## config.mk

```make
export PLATFORM = sky130hd
export DESIGN_NAME = pixie_fb_port_arbiter
export DESIGN_NICKNAME = d
export VERILOG_FILES = /design/src/rtl/pixie_fb_port_arbiter_pkg.sv /design/src/rtl/pixie_fb_clear_seq.sv /design/src/rtl/pixie_fb_port_arbiter.sv
export SDC_FILE = /design/constraint.sdc
export NUM_CORES = 1
export LEC_CHECK = 0
export ABC_AREA = 1
export ABC_CLOCK_PERIOD_IN_PS = 3200
export CORE_MARGIN = 8
export CORE_UTILIZATION = 41
export CTS_CLUSTER_DIAMETER = 150
export DETAILED_ROUTE_END_ITERATION = 8
export GPL_ROUTABILITY_DRIVEN = 0
export HOLD_SLACK_MARGIN = 0.1
export MAX_ROUTING_LAYER = met4
export PLACE_DENSITY = 0.95
export SYNTH_ARGS = -nofsm -noshare
export SYNTH_HDL_FRONTEND = slang
export SYNTH_SLANG_ARGS = --single-unit
```

## constraint.sdc

```tcl
create_clock -name clk -period 3.2 [get_ports clk]
set_clock_uncertainty 0.15 [all_clocks]
set_input_delay 0.64 -clock clk [delete_from_list [all_inputs] [get_ports clk]]
set_output_delay 0.64 -clock clk [all_outputs]
set_load 0.02 [all_outputs]
```

## src/rtl/pixie_fb_port_arbiter_pkg.sv

```systemverilog
`default_nettype none
// +--------------------------------------------------------------------------+
// | pixie_fb_port_arbiter_pkg: frame geometry and arbiter FSM encodings. r1.0 |
// +--------------------------------------------------------------------------+
package pixie_fb_port_arbiter_pkg;

  localparam int unsigned FB_BYTES_PER_LINE = 8;
  localparam int unsigned FB_LINES          = 128;
  localparam int unsigned FB_DEPTH_DEFAULT  = FB_BYTES_PER_LINE * FB_LINES;

  localparam int STATE_W = 3;
  localparam logic [STATE_W-1:0] S_IDLE    = 3'd0;
  localparam logic [STATE_W-1:0] S_CLEAR   = 3'd1;
  localparam logic [STATE_W-1:0] S_HOST_WR = 3'd2;
  localparam logic [STATE_W-1:0] S_HOST_RD = 3'd3;
  localparam logic [STATE_W-1:0] S_RD_WAIT = 3'd4;
  localparam logic [STATE_W-1:0] S_ACK     = 3'd5;

endpackage
`default_nettype wire

```

## src/rtl/pixie_fb_clear_seq.sv

```systemverilog
`default_nettype none
// +--------------------------------------------------------------------------+
// | pixie_fb_clear_seq: clear address counter and pending/done tracking. r1.0 |
// +--------------------------------------------------------------------------+
module pixie_fb_clear_seq
  import pixie_fb_port_arbiter_pkg::*;
#(
  parameter int ADDR_W         = 10,
  parameter int FB_DEPTH       = FB_DEPTH_DEFAULT,
  parameter bit CLEAR_ON_RESET = 1'b1
) (
  input  logic              clk,
  input  logic              reset,
  input  logic              start,
  input  logic              running,
  input  logic              step,
  output logic [ADDR_W-1:0] addr,
  output logic              busy,
  output logic              last,
  output logic              done
);

  localparam logic [ADDR_W-1:0] c_last_addr = ADDR_W'(FB_DEPTH - 1);

  logic              r_pending;
  logic              r_done;
  logic [ADDR_W-1:0] r_addr;
  logic              w_last;

  assign w_last = (r_addr == c_last_addr);

  // A start while the sweep is running is dropped; pending stays set until the final write.
  always_ff @(posedge clk) begin
    if (reset) begin
      r_pending <= CLEAR_ON_RESET;
      r_addr    <= '0;
      r_done    <= 1'b0;
    end else begin
      r_done <= step && w_last;
      if (step) begin
        r_addr <= w_last ? '0 : r_addr + 1'b1;
      end
      if (step && w_last) begin
        r_pending <= 1'b0;
      end else if (start && !running) begin
        r_pending <= 1'b1;
      end
    end
  end

  assign addr = r_addr;
  assign busy = r_pending && !reset;
  assign last = w_last;
  assign done = r_done;

endmodule
`default_nettype wire

```

## src/rtl/pixie_fb_port_arbiter.sv

```systemverilog
`default_nettype none
// +--------------------------------------------------------------------------+
// | pixie_fb_port_arbiter: shares FB port A between DMA, clear and host. r1.0 |
// +--------------------------------------------------------------------------+
module pixie_fb_port_arbiter
  import pixie_fb_port_arbiter_pkg::*;
#(
  parameter int                ADDR_W         = 10,
  parameter int                DATA_W         = 8,
  parameter int                FB_DEPTH       = FB_DEPTH_DEFAULT,
  parameter logic [DATA_W-1:0] CLEAR_VALUE    = '0,
  parameter bit                CLEAR_ON_RESET = 1'b1
) (
  input  logic              clk,
  input  logic              reset,
  input  logic              clk_enable,
  input  logic              dma_wr_en,
  input  logic [ADDR_W-1:0] dma_addr,
  input  logic [DATA_W-1:0] dma_data,
  input  logic              clear_start,
  output logic              clear_busy,
  output logic              clear_done,
  input  logic              host_req,
  input  logic              host_we,
  input  logic [ADDR_W-1:0] host_addr,
  input  logic [DATA_W-1:0] host_wdata,
  output logic              host_ack,
  output logic [DATA_W-1:0] host_rdata,
  output logic              fb_en,
  output logic              fb_we,
  output logic [ADDR_W-1:0] fb_addr,
  output logic [DATA_W-1:0] fb_wdata,
  input  logic [DATA_W-1:0] fb_rdata
);

  logic [STATE_W-1:0] r_state;
  logic [STATE_W-1:0] w_next_state;
  logic [DATA_W-1:0]  r_host_rdata;

  logic              w_slot;
  logic              w_dma_go;
  logic              w_free;
  logic              w_clear_go;
  logic              w_host_go;
  logic              w_clear_busy;
  logic              w_clear_last;
  logic [ADDR_W-1:0] w_clear_addr;

  assign w_slot     = clk_enable && !reset;
  assign w_dma_go   = w_slot && dma_wr_en;
  assign w_free     = w_slot && !dma_wr_en;
  // The clear may already write in IDLE so a reset-triggered sweep starts in the first free cycle.
  assign w_clear_go = w_free && w_clear_busy && (r_state == S_IDLE || r_state == S_CLEAR);
  assign w_host_go  = w_free && (r_state == S_HOST_WR || r_state == S_HOST_RD);

  pixie_fb_clear_seq #(
    .ADDR_W         (ADDR_W),
    .FB_DEPTH       (FB_DEPTH),
    .CLEAR_ON_RESET (CLEAR_ON_RESET)
  ) u_clear_seq (
    .clk     (clk),
    .reset   (reset),
    .start   (clear_start),
    .running (r_state == S_CLEAR),
    .step    (w_clear_go),
    .addr    (w_clear_addr),
    .busy    (w_clear_busy),
    .last    (w_clear_last),
    .done    (clear_done)
  );

  always_ff @(posedge clk) begin
    if (reset) begin
      r_state      <= S_IDLE;
      r_host_rdata <= '0;
    end else begin
      r_state <= w_next_state;
      if (r_state == S_RD_WAIT) begin
        r_host_rdata <= fb_rdata;
      end
    end
  end

  always_comb begin
    w_next_state = r_state;
    case (r_state)
      S_IDLE: begin
        if (w_clear_busy) begin
          w_next_state = (w_clear_go && w_clear_last) ? S_IDLE : S_CLEAR;
        end else if (host_req) begin
          w_next_state = host_we ? S_HOST_WR : S_HOST_RD;
        end
      end
      S_CLEAR:   if (w_clear_go && w_clear_last) w_next_state = S_IDLE;
      S_HOST_WR: if (w_host_go) w_next_state = S_ACK;
      S_HOST_RD: if (w_host_go) w_next_state = S_RD_WAIT;
      S_RD_WAIT: w_next_state = S_ACK;
      S_ACK:     w_next_state = S_IDLE;
      default:   w_next_state = S_IDLE;
    endcase
  end

  always_comb begin
    fb_en    = 1'b0;
    fb_we    = 1'b0;
    fb_addr  = '0;
    fb_wdata = '0;
    if (w_dma_go) begin
      fb_en    = 1'b1;
      fb_we    = 1'b1;
      fb_addr  = dma_addr;
      fb_wdata = dma_data;
    end else if (w_clear_go) begin
      fb_en    = 1'b1;
      fb_we    = 1'b1;
      fb_addr  = w_clear_addr;
      fb_wdata = CLEAR_VALUE;
    end else if (w_host_go) begin
      fb_en    = 1'b1;
      fb_we    = (r_state == S_HOST_WR);
      fb_addr  = host_addr;
      fb_wdata = host_wdata;
    end
  end

  assign host_ack   = (r_state == S_ACK) && !reset;
  assign host_rdata = r_host_rdata;
  assign clear_busy = w_clear_busy;

endmodule
`default_nettype wire

```

# Word level (Yosys, flattened, before mapping)
# Index checks and enable logic that the tools add are counted.
# word_totals
output_inout_bits	31
regBits	23
# op_classes
eq_ne	10
n_mux	23
reduce_logical	18
addsub	1
# ops
op	count
10-bit two-way mux	4
8-bit two-way mux	3
3-bit two-way mux	5
3-bit case mux with 5 select lines	1
10-bit by 1-bit adder with 10-bit output (second input constant)	1
10-bit equality test (second input constant)	1
1-bit logical AND	10
1-bit two-way mux	10
3-bit by 2-bit equality test with 1-bit output (second input constant)	2
3-bit equality test (second input constant)	2
2-bit inequality test (second input constant)	3
4-bit AND reduction	1
3-bit by 1-bit equality test with 1-bit output (second input constant)	1
1-bit zero test	3
3-bit zero test	1
3-bit inequality test (second input constant)	1
1-bit logical OR	2
2-bit nonzero test	1

# Longest topological paths before layout
# Gate-level depths: netlist (run 1).
# logic_depth
ltp_word	9
ltp_mapped	9
mapped_depth_nobuf	9

# Hierarchy
# From an unflattened synthesis (run 1), not the netlist that was laid out.
# unflattened
cells_unflattened	211
hier_area_um2	1438.9
# by_module_without_submodules
mod	seq_area_each_um2	area_per_inst_um2	n_inst	cells_each
pixie_fb_port_arbiter	220.2	874.6	1	134
pixie_fb_clear_seq	240.2	564.3	1	77

# Worst setup path before layout (run 1)
# No wires, ideal clock.
# synth_timing
kind	input -> output
startpoint	input port reset
endpoint	output port host_ack
arrival_ps	1549
stages	2
slack_ps	861
n_path_buf	1
cell_sequence	clkbuf_1 nor4_1
# synth_between
elab_chain_len	2
# synth_lines
element	line	text
start: declaration	pixie_fb_port_arbiter.sv:15	input logic reset,
1-bit zero test	pixie_fb_port_arbiter.sv:126	assign host_ack = (r_state == S_ACK) && !reset;
1-bit logical AND	pixie_fb_port_arbiter.sv:126	
end: declaration	pixie_fb_port_arbiter.sv:27	output logic host_ack,
# Every way passes these cells.

# Worst setup path after layout (run 1)
# Same ends and word-level chain as after synthesis.

==> results of run 1 <==
cells by family after synthesis:
family	after synthesis	share of synthesized area [%]
AND/OR/NAND/NOR	118	37.9
AO/OA/AOI/OAI	37	17.7
buffers and inverters	34	10.6
flip-flops	23	32.3
XOR/XNOR	1	0.615
adder cells (fa/ha/maj)	1	0.879
cells in the mapped netlist:
cell       n
a21boi_1   1
a21oi_1    7
a22o_1     8
buf_2      1
buf_6      3
clkbuf_1   2
clkinv_1   1
dfxtp_1   23
ha_1       1
inv_1     22
inv_2      5
nand2_1   47
nand3_1   12
nand3_2    3
nand3_4    1
nand3b_1   1
nand4_1    3
nor2_1    37
nor2_2     7
nor2_4     1
nor3_1     3
nor3b_1    1
nor4_1     2
o211ai_1   6
o21a_1     1
o21ai_0   10
o21ai_1    3
o31ai_4    1
xor2_1     1
worst max-delay path: stages:
cell and delay (ns):
clkdlybuf4s50_1 0.43, buf_4 0.19, nor4_1 0.27, clkdlybuf4s50_1 0.66
per-layer routing:
metal	vias up	global-route usage, %	routed length, um
met2	74	32.2	2340
met1	756	17.7	1850
met4	0	5.22	56
met3	8	5.73	577
li1	878	-	-
met5	-	-	0
power groups by stage:
stage               logic [mW]  clock network (mW)  registers, mW
floorplan                0.220                   0          0.374
global route             0.458               0.157          0.355
global placement         0.406                   0          0.355
CTS                      0.415               0.142          0.349
detailed placement       0.416                   0          0.356
finish                   0.411               0.133          0.350
registers in the layout (all words and copies together), names as in the netlist:
name,cells
u_clear_seq.addr,10
u_clear_seq.r_pending,1
host_rdata,8
r_state,3
u_clear_seq.done,1
cell usage in the layout (no fill, tap or decap), drive strengths merged:
| cell | Yosys | layout |
|---|---|---|
| dlygate4sd2 | 0 | 7 |
| clkinv | 1 | 3 |
| nor2 | 45 | 45 |
| o21ai | 13 | 13 |
| ha | 1 | 1 |
| o211ai | 6 | 6 |
| inv | 27 | 26 |
| o21a | 1 | 1 |
| o31ai | 1 | 1 |
| dlymetal6s2s | 0 | 13 |
| nor3b | 1 | 1 |
| nor4 | 2 | 2 |
| a21oi | 7 | 7 |
| nor3 | 3 | 3 |
| nand4 | 3 | 3 |
| clkdlybuf4s50 | 0 | 61 |
| a22o | 8 | 8 |
| nand3 | 16 | 16 |
| buf | 4 | 10 |
| a21boi | 1 | 1 |
| nand2 | 47 | 47 |
| dfxtp | 23 | 23 |
| xor2 | 1 | 1 |
| nand3b | 1 | 1 |
| clkbuf | 2 | 3 |
worst min-delay path by stage:
stage | to | slack [ns]
2_1_floorplan | u_clear_seq.addr[7]$_SDFFE_PP0P_ | 0.30
3_3_place_gp | host_rdata[7]$_SDFFE_PP0N_ | 0.31
3_5_place_dp | host_rdata[7]$_SDFFE_PP0N_ | 0.32
4_1_cts | u_clear_seq.addr[7]$_SDFFE_PP0P_ | 0.34
5_1_grt | u_clear_seq.addr[7]$_SDFFE_PP0P_ | 0.36
6_report | host_rdata[7]$_SDFFE_PP0N_ | 0.34
layout make-up:
type / count / share of cell area (%)
Clock buffer: 3 / 0.946
Clock inverter: 1 / 0.210
Inverter: 28 / 4.63
Multi-Input combinational cell: 157 / 34.2
Sequential cell: 23 / 19.3
Tap cell: 46 / 2.42
Timing Repair Buffer: 91 / 38.2
metrics by stage:
stage / power, mW / std cells / util [%] / instance area (sq um)
floorplan: 0.594 / 214 / - / 1420
global placement: 0.761 / 345 / 69.6 / 2320
detailed placement: 0.772 / 345 / 69.6 / 2320
CTS: 0.907 / 349 / 70.3 / 2340
global route: 0.970 / 349 / 71.3 / 2380
finish: 0.895 / 349 / 71.3 / 2380
==> key figures, run 1 <==
Detailed routing
  – Routed vias: 1,716
  – DR pass1 iterations: 4
  – Post-route ant nets: 0
  – Routed wire length: ~4800 um
  – DRC viols: 0
  – Drt wl/cell: 13.8 um
  – Vias per cell: between 4 and 5
  – Iteration-0 DRC Markers: around 130

CTS
  – Clock slew at reported path FFs: 0.13 ns
  – # resized after CTS: 9
  – H-tree Lvls: 1
  – Clk_lat worst skew: around 0.32 ns
  – Root Driver: clkbuf_4
  – Post-CTS Setup Repair Bufs: 0
  – Clk buf depth: 2
  – Cts hold-fix bufs: 0
  – TritonCTS clock tree: built
  – Sink Count: 23
  – Total CTS buffers: 3

Placement
  – DP HPWL: roughly 4000 um
  – Setup WS pre-CTS: -0.0870 ns
  – Port-buffer cells: just over 80

Yosys
  – Largest area contributor in the netlist: dfxtp_1
  – Syn_area_per_cell: roughly 6.7 sq um
  – Yosys top cell area share: between 30 and 40%
  – Top cells by area, synth: dfxtp_1 (32%), nand2_1 (12%), nor2_1 (9.8%), inv_1 (5.8%), a22o_1 (4.9%)
  – Cells after synthesis: ~210
  – Post-Syn Nets: 266
  – Synth warnings: 0
  – Seq/Total Area, Yosys: between 30% and 40%
  – Netlist cell types: 29
  – Area of the mapped netlist: 1420 sq um
  – Number of synthesized register bits: 23

Power
  – Worst VDD drop: ~0.29 mV
  – Leakage power figure: about 1.2 nW
  – Int Power: 559 uW
  – Power per cell area: about 380 nW/um^2
  – Clock power share: around 15%
  – Sequential share of power: 39.2%
  – Comb pwr share: a little under half
  – Sw Share: 37.5%
  – Switch Pwr: 335 uW

Floorplanning
  – Ports: slightly above 80
  – Site row count: 21
  – Area of the die: between 5000 and 6000 sq um
  – Initial cell density of the core: 42.7%
  – Core area: roughly 3300 sq um
  – DIE HEIGHT: between 70 and 80 um
  – DIE WIDTH: 74.9 um

Setup path
  – Crit path kind: in2out
  – CP arrival: about 2.2 ns
  – Crit Path Max Fanout: 11
  – Worst setup path startpoint: reset
  – Critical path endpoint category: output port
  – FF-to-FF End: u_clear_seq.addr[5]$_SDFFE_PP0P_
  – Worst reg2reg path startpoint: r_state[2]$_SDFFE_PP0P_
  – CP Capture Point: host_ack
  – R2R depth: 8
  – Worst Path Required: 2.41 ns
  – Reg-to-reg setup timing slack: between 1 and 1.5 ns
  – Startpoint class of the critical path: input port

Flow run
  – Max-cap violations: 0

Layout
  – Area occupied by multi-input gates: about 810 sq um
  – Final #Nets: between 300 and 400
  – Fillers: ~280
  – FF/Latch Area: approximately 460 sq um
  – Synth-to-Final Area Change: 67.1%
  – Ant. Diodes: 0
  – Layout cell share with drive strength beyond 1: 10.9%

Timing
  – Final setup viols: 0
  – Final hold viol count: 0
  – Final setup margin: around 0.22 ns
  – Maximum clock frequency: roughly 340 MHz
  – Setup TNS: 0 ns
  – Hold Slack: around 0.34 ns
  – RSZ-0062 raised after global routing: no
  – Post-route clock period utilization: between 90% and 100%
  – Fin. max-slew vios: 0
  – Tightest Pin Transition: 0.330 ns
  – Slew HR: about 78%
  – Final min period: between 2 and 3 ns

Min path
  – Hold path start: host_rdata[7]$_SDFFE_PP0N_
  – Hold path depth: 2
  – Hold Crit Class: reg2reg

Global routing
  – Remaining Overflow, GRT: 0
  – Largest net degree at the start of global routing: 19
  – Global-route wire length before repair: around 7700 um
  – Tot GR Track Use: 17.8%
  – Initial antenna violation count: 0
  – Vias in the first global route: between 1,500 and 2,000

Run status
  – Status: finished clean
Power figures use the tool's default switching activity.
==> run 2: changes to the inputs <==
--- a/config.mk
+++ b/config.mk
@@ -5,16 +5,16 @@
 export SDC_FILE = /design/constraint.sdc
 export NUM_CORES = 1
 export LEC_CHECK = 0
-export ABC_AREA = 1
 export ABC_CLOCK_PERIOD_IN_PS = 3200
 export CORE_MARGIN = 8
-export CORE_UTILIZATION = 41
+export CORE_UTILIZATION = 40
 export CTS_CLUSTER_DIAMETER = 150
 export DETAILED_ROUTE_END_ITERATION = 8
 export GPL_ROUTABILITY_DRIVEN = 0
 export HOLD_SLACK_MARGIN = 0.1
 export MAX_ROUTING_LAYER = met4
 export PLACE_DENSITY = 0.95
+export SKIP_LAST_GASP = 1
 export SYNTH_ARGS = -nofsm -noshare
 export SYNTH_HDL_FRONTEND = slang
 export SYNTH_SLANG_ARGS = --single-unit
==> key figures, run 2 <==
Global routing
  – Remaining Overflow, GRT: 0 (unchanged)
  – Tot GR Track Use: 16.6% (was 17.8%)
  – Initial antenna violation count: 0 (unchanged)
  – Vias in the first global route: 1,500 (was 1,767)
  – Global-route wire length before repair: 6990 um (was 7670 um)
  – Largest net degree at the start of global routing: 20 (was 19)

Setup path
  – Crit-path cells: clkdlybuf4s50_1, buf_4, buf_4, nor4b_1, clkdlybuf4s50_1 (was clkdlybuf4s50_1, buf_4, nor4_1, clkdlybuf4s50_1)
  – CP max stage delay: 0.67 ns (was 0.66 ns)
  – Worst Path Required: 2.41 ns (about the same)
  – Crit Path Max Fanout: 19 (was 11)
  – Startpoint class of the critical path: input port (unchanged)
  – CP arrival: 2.36 ns (was 2.19 ns)
  – Crit path kind: in2out (unchanged)
  – CP max-delay cell: clkdlybuf4s50_1 (unchanged)
  – Critical path endpoint category: output port (unchanged)

Timing
  – Fin. max-slew vios: 0 (unchanged)
  – Slew HR: 66.9% (was 77.8%)
  – Post-route clock period utilization: 98.4% (was 93.1%)
  – Tightest Pin Transition: 0.495 ns (was 0.330 ns)
  – Final hold viol count: 0 (unchanged)
  – Final setup margin: 0.0506 ns (was 0.221 ns)
  – Maximum clock frequency: 318 MHz (was 336 MHz)
  – Setup TNS: 0 ns (unchanged)
  – Final setup viols: 0 (unchanged)
  – Final min period: 3.15 ns (was 2.98 ns)
  – RSZ-0062 raised after global routing: no (unchanged)

CTS
  – Root Driver: clkbuf_4 (unchanged)
  – H-tree Lvls: 1 (unchanged)
  – Clock slew at reported path FFs: 0.12 ns (was 0.13 ns)
  – Total CTS buffers: 3 (unchanged)
  – TritonCTS clock tree: built (unchanged)
  – Cts hold-fix bufs: 0 (unchanged)
  – Clk buf depth: 2 (unchanged)
  – Clk_lat worst skew: 0.31 ns (was 0.32 ns)
  – Sink Count: 23 (unchanged)

Placement
  – Port-buffer cells: 81 (unchanged)
  – DP HPWL: 3580 um (was 3960 um)
  – Setup WS pre-CTS: -0.303 ns (was -0.0870 ns)
  – DP Area: 2260 sq um (was 2320 sq um)
  – Inst Count DP: 286 (was 345)

Layout
  – Final #Nets: 298 (was 356)
  – Final instance area: 2290 sq um (was 2380 sq um)
  – FF/Latch Area: 460 sq um (unchanged)
  – Area occupied by multi-input gates: 781 sq um (was 815 sq um)
  – Fillers: 271 (was 281)
  – Commonest non-fill, non-tap cell in the layout: clkdlybuf4s50_1 (unchanged)
  – Max reg flops: 10 (unchanged)
  – Commonest non-fill, non-tap cells in the layout: clkdlybuf4s50_1 (61), dfxtp_1 (23), nor2_1 (20) (was clkdlybuf4s50_1 (61), nand2_1 (46), nor2_1 (37))
  – Synth-to-Final Area Change: 72.8% (was 67.1%)
  – Finished Core Util: 70.2% (was 71.3%)
  – Layout cell share with drive strength beyond 1: 9.80% (was 10.9%)
  – Ant. Diodes: 0 (unchanged)
  – Layout Cells excl Fill: 291 (was 349)

Yosys
  – Post-Syn Nets: 209 (was 266)
  – Prevailing post-synth register cell: dfxtp_1 (unchanged)
  – Seq/Total Area, Yosys: 34.8% (was 32.3%)
  – Number of synthesized register bits: 23 (unchanged)
  – Area of the mapped netlist: 1320 sq um (was 1420 sq um)
  – Synth warnings: 0 (unchanged)
  – Largest area contributor in the netlist: dfxtp_1 (unchanged)
  – Post-synth top cells: dfxtp_1 (23), nor2_1 (20), inv_1 (12) (was nand2_1 (47), nor2_1 (37), dfxtp_1 (23))
  – Top-count cell post-synth: dfxtp_1 (was nand2_1)
  – Post-synth ARST share: 0% (unchanged)
  – Cells after synthesis: 157 (was 214)
  – Netlist cell types: 39 (was 29)
  – Yosys top cell area share: 34.8% (was 32.3%)
  – Post-synth EDFFs: 0 (unchanged)
  – Top cells by area, synth: dfxtp_1 (35%), a222oi_1 (7.6%), mux2i_1 (6.1%), nor2_1 (5.7%), a22o_1 (5.3%) (was dfxtp_1 (32%), nand2_1 (12%), nor2_1 (9.8%), inv_1 (5.8%), a22o_1 (4.9%))
  – Syn_area_per_cell: 8.42 sq um (was 6.65 sq um)

Detailed routing
  – Iteration-0 DRC Markers: 122 (was 126)
  – DRC viols: 0 (unchanged)
  – Drt wl/cell: 15.5 um (was 13.8 um)
  – DR pass1 iterations: 4 (unchanged)
  – Routed vias: 1,549 (was 1,716)
  – Post-route ant nets: 0 (unchanged)
  – Vias per cell: 5.32 (was 4.92)
  – Routed wire length: 4510 um (was 4830 um)

Flow run
  – Max-cap violations: 0 (unchanged)

Power
  – Leakage power figure: 0.961 nW (was 1.20 nW)
  – Worst VDD drop: 0.266 mV (was 0.285 mV)
  – Power per cell area: 248 nW/um^2 (was 376 nW/um^2)

Floorplanning
  – DIE WIDTH: 73.5 um (was 74.9 um)
  – Ports: 82 (unchanged)
  – Site row count: 21 (unchanged)
  – DIE HEIGHT: 73.5 um (was 74.9 um)
  – Core area: 3260 sq um (was 3340 sq um)
  – Area of the die: 5400 sq um (was 5610 sq um)
  – Initial cell density of the core: 40.6% (was 42.7%)

Run status
  – Status: finished clean (unchanged)

Min path
  – Hold Crit Class: reg2reg (unchanged)
run 2: cell count changes after synthesis, moves of 5 or more:
cell	delta
a222oi_1	+10
inv_1	-10
mux2i_1	+8
nand2_1	-39
nand3_1	-6
nor2_1	-17
nor2_2	-7
o211ai_1	-5
o21ai_0	-8
run 2: cell type report:
type	instances	area share (%)
Clock buffer	4	1.15
Inverter	13	2.13
Multi-Input combinational cell	112	34.2
Sequential cell	23	20.1
Tap cell	46	2.52
Timing Repair Buffer	93	39.9
run 2: final timing paths:
check | slack (ns) | cells after the start | to | startpoint
setup / recovery | 0.05 | 5 | host_ack | reset
hold / removal | 0.37 | 2 | host_rdata[1]$_SDFFE_PP0N_ | host_rdata[1]$_SDFFE_PP0N_
setup reg to reg | 1.31 | 4 | u_clear_seq.addr[6]$_SDFFE_PP0P_ | r_state[1]$_SDFFE_PP0P_
hold reg to reg | 0.37 | 2 | host_rdata[1]$_SDFFE_PP0N_ | host_rdata[1]$_SDFFE_PP0N_
run 2: worst max-delay path: cells and delay by family:
| kind | cells | cell delay (ns) |
|---|---|---|
| AND/OR/NAND/NOR | 1 | 0.25 |
| buffers and inverters | 4 | 1.46 |
run 2: power breakdown:
part / total [mW] / internal (mW) / switching (mW)
logic: 0.136 / 0.0850 / 0.0515
clock network: 0.135 / 0.0487 / 0.0866
registers: 0.294 / 0.289 / 0.00486
total: 0.566 / 0.423 / 0.143
run 2: logic make-up (layout without fill, tap and decap cells):
logic type	Yosys count	in the layout	share of synthesized area, %
and+or+nand+nor	61	61	27.1
AOI/OAI and AO/OA	36	36	20.4
DFF	23	23	34.8
buffers and inverters	22	110	6.72
muxes	8	8	6.06
xor gates and xnor gates	6	6	3.97
adders and majority gates	1	1	0.946
run 2: metal layers:
metal,global-route usage [%],routed length [um],vias to the layer above,part of all wire [%]
li1,-,-,760,-
met1,17.8,1780,737,39
met2,30.7,2490,48,55
met3,2.86,208,4,4.6
met4,3.99,36,0,0.80
met5,-,0,-,0
run 2: repair_timing:
item,CTS,global route
setup endpoints to repair,20,3
gates resized for setup,20,5
gates cloned,0,0
setup buffers,1,0
pin swaps,1,1
run 2: per-stage QoR:
stage / total power [mW] / hold slack (ns)
detailed placement: 0.439 / 0.337
finish: 0.566 / 0.365
global route: 0.595 / 0.402
global placement: 0.436 / 0.323
floorplan: 0.343 / 0.317
CTS: 0.567 / 0.371
==> run 3: changes to the inputs <==
--- a/config.mk
+++ b/config.mk
@@ -6,7 +6,7 @@
 export NUM_CORES = 1
 export LEC_CHECK = 0
 export ABC_CLOCK_PERIOD_IN_PS = 3200
-export CORE_MARGIN = 8
+export CORE_MARGIN = 2
 export CORE_UTILIZATION = 40
 export CTS_CLUSTER_DIAMETER = 150
 export DETAILED_ROUTE_END_ITERATION = 8
==> key figures, run 3 (synthesis results as in run 2) <==
CTS
  – H-tree Lvls: 1 (unchanged)
  – Clock slew at reported path FFs: 0.13 ns (was 0.12 ns)
  – Clk_lat worst skew: 0.32 ns (was 0.31 ns)
  – TritonCTS clock tree: built (unchanged)
  – Root Driver: clkbuf_4 (unchanged)
  – Clk buf depth: 2 (unchanged)
  – Sink Count: 23 (unchanged)
  – Cts hold-fix bufs: 0 (unchanged)
  – Total CTS buffers: 3 (unchanged)

Timing
  – Fin. max-slew vios: 0 (unchanged)
  – Post-route clock period utilization: 98.3% (was 98.4%)
  – Final min period: 3.15 ns (about the same)
  – Final setup viols: 0 (unchanged)
  – Slew HR: 69.7% (was 66.9%)
  – RSZ-0062 raised after global routing: no (unchanged)
  – Maximum clock frequency: 318 MHz (about the same)
  – Setup TNS: 0 ns (unchanged)
  – Final setup margin: 0.0543 ns (was 0.0506 ns)
  – Final hold viol count: 0 (unchanged)
  – Tightest Pin Transition: 0.453 ns (was 0.495 ns)

Setup path
  – Crit path kind: in2out (unchanged)
  – Worst Path Required: 2.41 ns (about the same)
  – Crit Path Max Fanout: 5 (was 19)
  – Worst Path Buf+Inv: 4 (unchanged)
  – Reg-to-reg setup timing slack: 1.25 ns (was 1.31 ns)
  – Cell family with most CP delay: buffers and inverters (unchanged)
  – Crit-path cells: clkdlybuf4s50_1, or4b_4, nor2_4, buf_4, a222oi_1, inv_1, dlygate4sd2_1 (was clkdlybuf4s50_1, buf_4, buf_4, nor4b_1, clkdlybuf4s50_1)
  – CP arrival: 2.36 ns (about the same)
  – CP max stage delay: 0.52 ns (was 0.67 ns)
  – CP max-delay cell: or4b_4 (was clkdlybuf4s50_1)
  – Critical path endpoint category: output port (unchanged)
  – Startpoint class of the critical path: input port (unchanged)

Layout
  – Layout cell share with drive strength beyond 1: 12.0% (was 9.80%)
  – Final #Nets: 304 (was 298)
  – Max reg flops: 10 (unchanged)
  – Synth-to-Final Area Change: 74.6% (was 72.8%)
  – Ant. Diodes: 0 (unchanged)
  – Fillers: 258 (was 271)
  – Commonest non-fill, non-tap cells in the layout: clkdlybuf4s50_1 (60), dfxtp_1 (23), nor2_1 (20) (was clkdlybuf4s50_1 (61), dfxtp_1 (23), nor2_1 (20))
  – Final instance area: 2310 sq um (was 2290 sq um)
  – Finished Core Util: 74.4% (was 70.2%)
  – Commonest non-fill, non-tap cell in the layout: clkdlybuf4s50_1 (unchanged)

Detailed routing
  – DRC viols: 0 (unchanged)
  – DR pass1 iterations: 4 (unchanged)
  – Iteration-0 DRC Markers: 52 (was 122)
  – Routed vias: 1,587 (was 1,549)
  – Vias per cell: 5.38 (was 5.32)
  – Drt wl/cell: 14.0 um (was 15.5 um)
  – Routed wire length: 4120 um (was 4510 um)
  – Post-route ant nets: 0 (unchanged)

Power
  – Leakage power figure: 1.01 nW (was 0.961 nW)
  – Power per cell area: 247 nW/um^2 (was 248 nW/um^2)
  – Worst VDD drop: 0.175 mV (was 0.266 mV)

Floorplanning
  – DIE WIDTH: 61.5 um (was 73.5 um)
  – Core area: 3100 sq um (was 3260 sq um)
  – Ports: 82 (unchanged)
  – Area of the die: 3780 sq um (was 5400 sq um)
  – Site row count: 20 (was 21)
  – Initial cell density of the core: 42.6% (was 40.6%)
  – DIE HEIGHT: 61.5 um (was 73.5 um)

Placement
  – Setup WS pre-CTS: -0.259 ns (was -0.303 ns)
  – DP Area: 2280 sq um (was 2260 sq um)
  – Port-buffer cells: 81 (unchanged)
  – DP HPWL: 3310 um (was 3580 um)

Global routing
  – Remaining Overflow, GRT: 0 (unchanged)
  – Vias in the first global route: 1,499 (was 1,500)
  – Initial antenna violation count: 0 (unchanged)
  – Global-route wire length before repair: 6190 um (was 6990 um)
  – Largest net degree at the start of global routing: 18 (was 20)
  – Tot GR Track Use: 22.4% (was 16.6%)

Flow run
  – Max-cap violations: 0 (unchanged)

Run status
  – Status: finished clean (unchanged)

Min path
  – Hold Crit Class: reg2reg (unchanged)
## run 3: timing repair
item | CTS | global route
resized for setup | 21 | 6
pin swaps | 0 | 1
buffers inserted | 0 | 0
hold endpoints to repair | 0 | 0
setup endpoints to repair | 20 | 6
## run 3: stage by stage
step / hold slack (ns) / total power [mW] / std cells
after floorplan: 0.317 / 0.343 / 157
after global placement: 0.325 / 0.437 / 291
after detailed placement: 0.333 / 0.439 / 291
after CTS: 0.367 / 0.576 / 295
after global routing: 0.408 / 0.595 / 295
final: 0.361 / 0.571 / 295
## run 3: path summary, 6_finish.rpt
kind                            depth (start not counted)                               end                        from
worst max-delay path                                    7                        fb_addr[2]                       reset
worst min-delay path                                    2        host_rdata[3]$_SDFFE_PP0N_  host_rdata[3]$_SDFFE_PP0N_
worst max register to register                          5  u_clear_seq.addr[5]$_SDFFE_PP0P_     r_state[1]$_SDFFE_PP0P_
worst min register to register                          2        host_rdata[3]$_SDFFE_PP0N_  host_rdata[3]$_SDFFE_PP0N_
## run 3: worst register-to-register path: stages, from the launching register on
cell,delay (ns)
dfxtp_1,0.35
buf_4,0.16
nor4b_2,0.47
nand2_1,0.23
o21ai_1,0.38
nor2_1,0.10
## run 3: cell type report
| class | instances | area [sq um] | share of cell area, % |
|---|---|---|---|
| Tap cell | 44 | 55.1 | 2.38 |
| Timing Repair Buffer | 99 | 932 | 40.4 |
| Sequential cell | 23 | 460 | 19.9 |
| Clock inverter | 1 | 7.51 | 0.325 |
| Multi-Input combinational cell | 112 | 782 | 33.9 |
| Inverter | 13 | 48.8 | 2.11 |
| Clock buffer | 3 | 22.5 | 0.976 |
## run 3: power by group
group / switching (mW) / total, mW / internal, mW
logic: 0.0509 / 0.135 / 0.0844
registers: 0.00475 / 0.294 / 0.289
clock network: 0.0941 / 0.142 / 0.0478
total: 0.150 / 0.571 / 0.422
## run 3: routing by layer
layer / global-route usage, % / wire (um) / vias up
li1: - / - / 767
met1: 23.5 / 1540 / 720
met2: 40.8 / 2050 / 87
met3: 3.99 / 420 / 13
met4: 9.73 / 111 / 0
met5: - / 0 / -
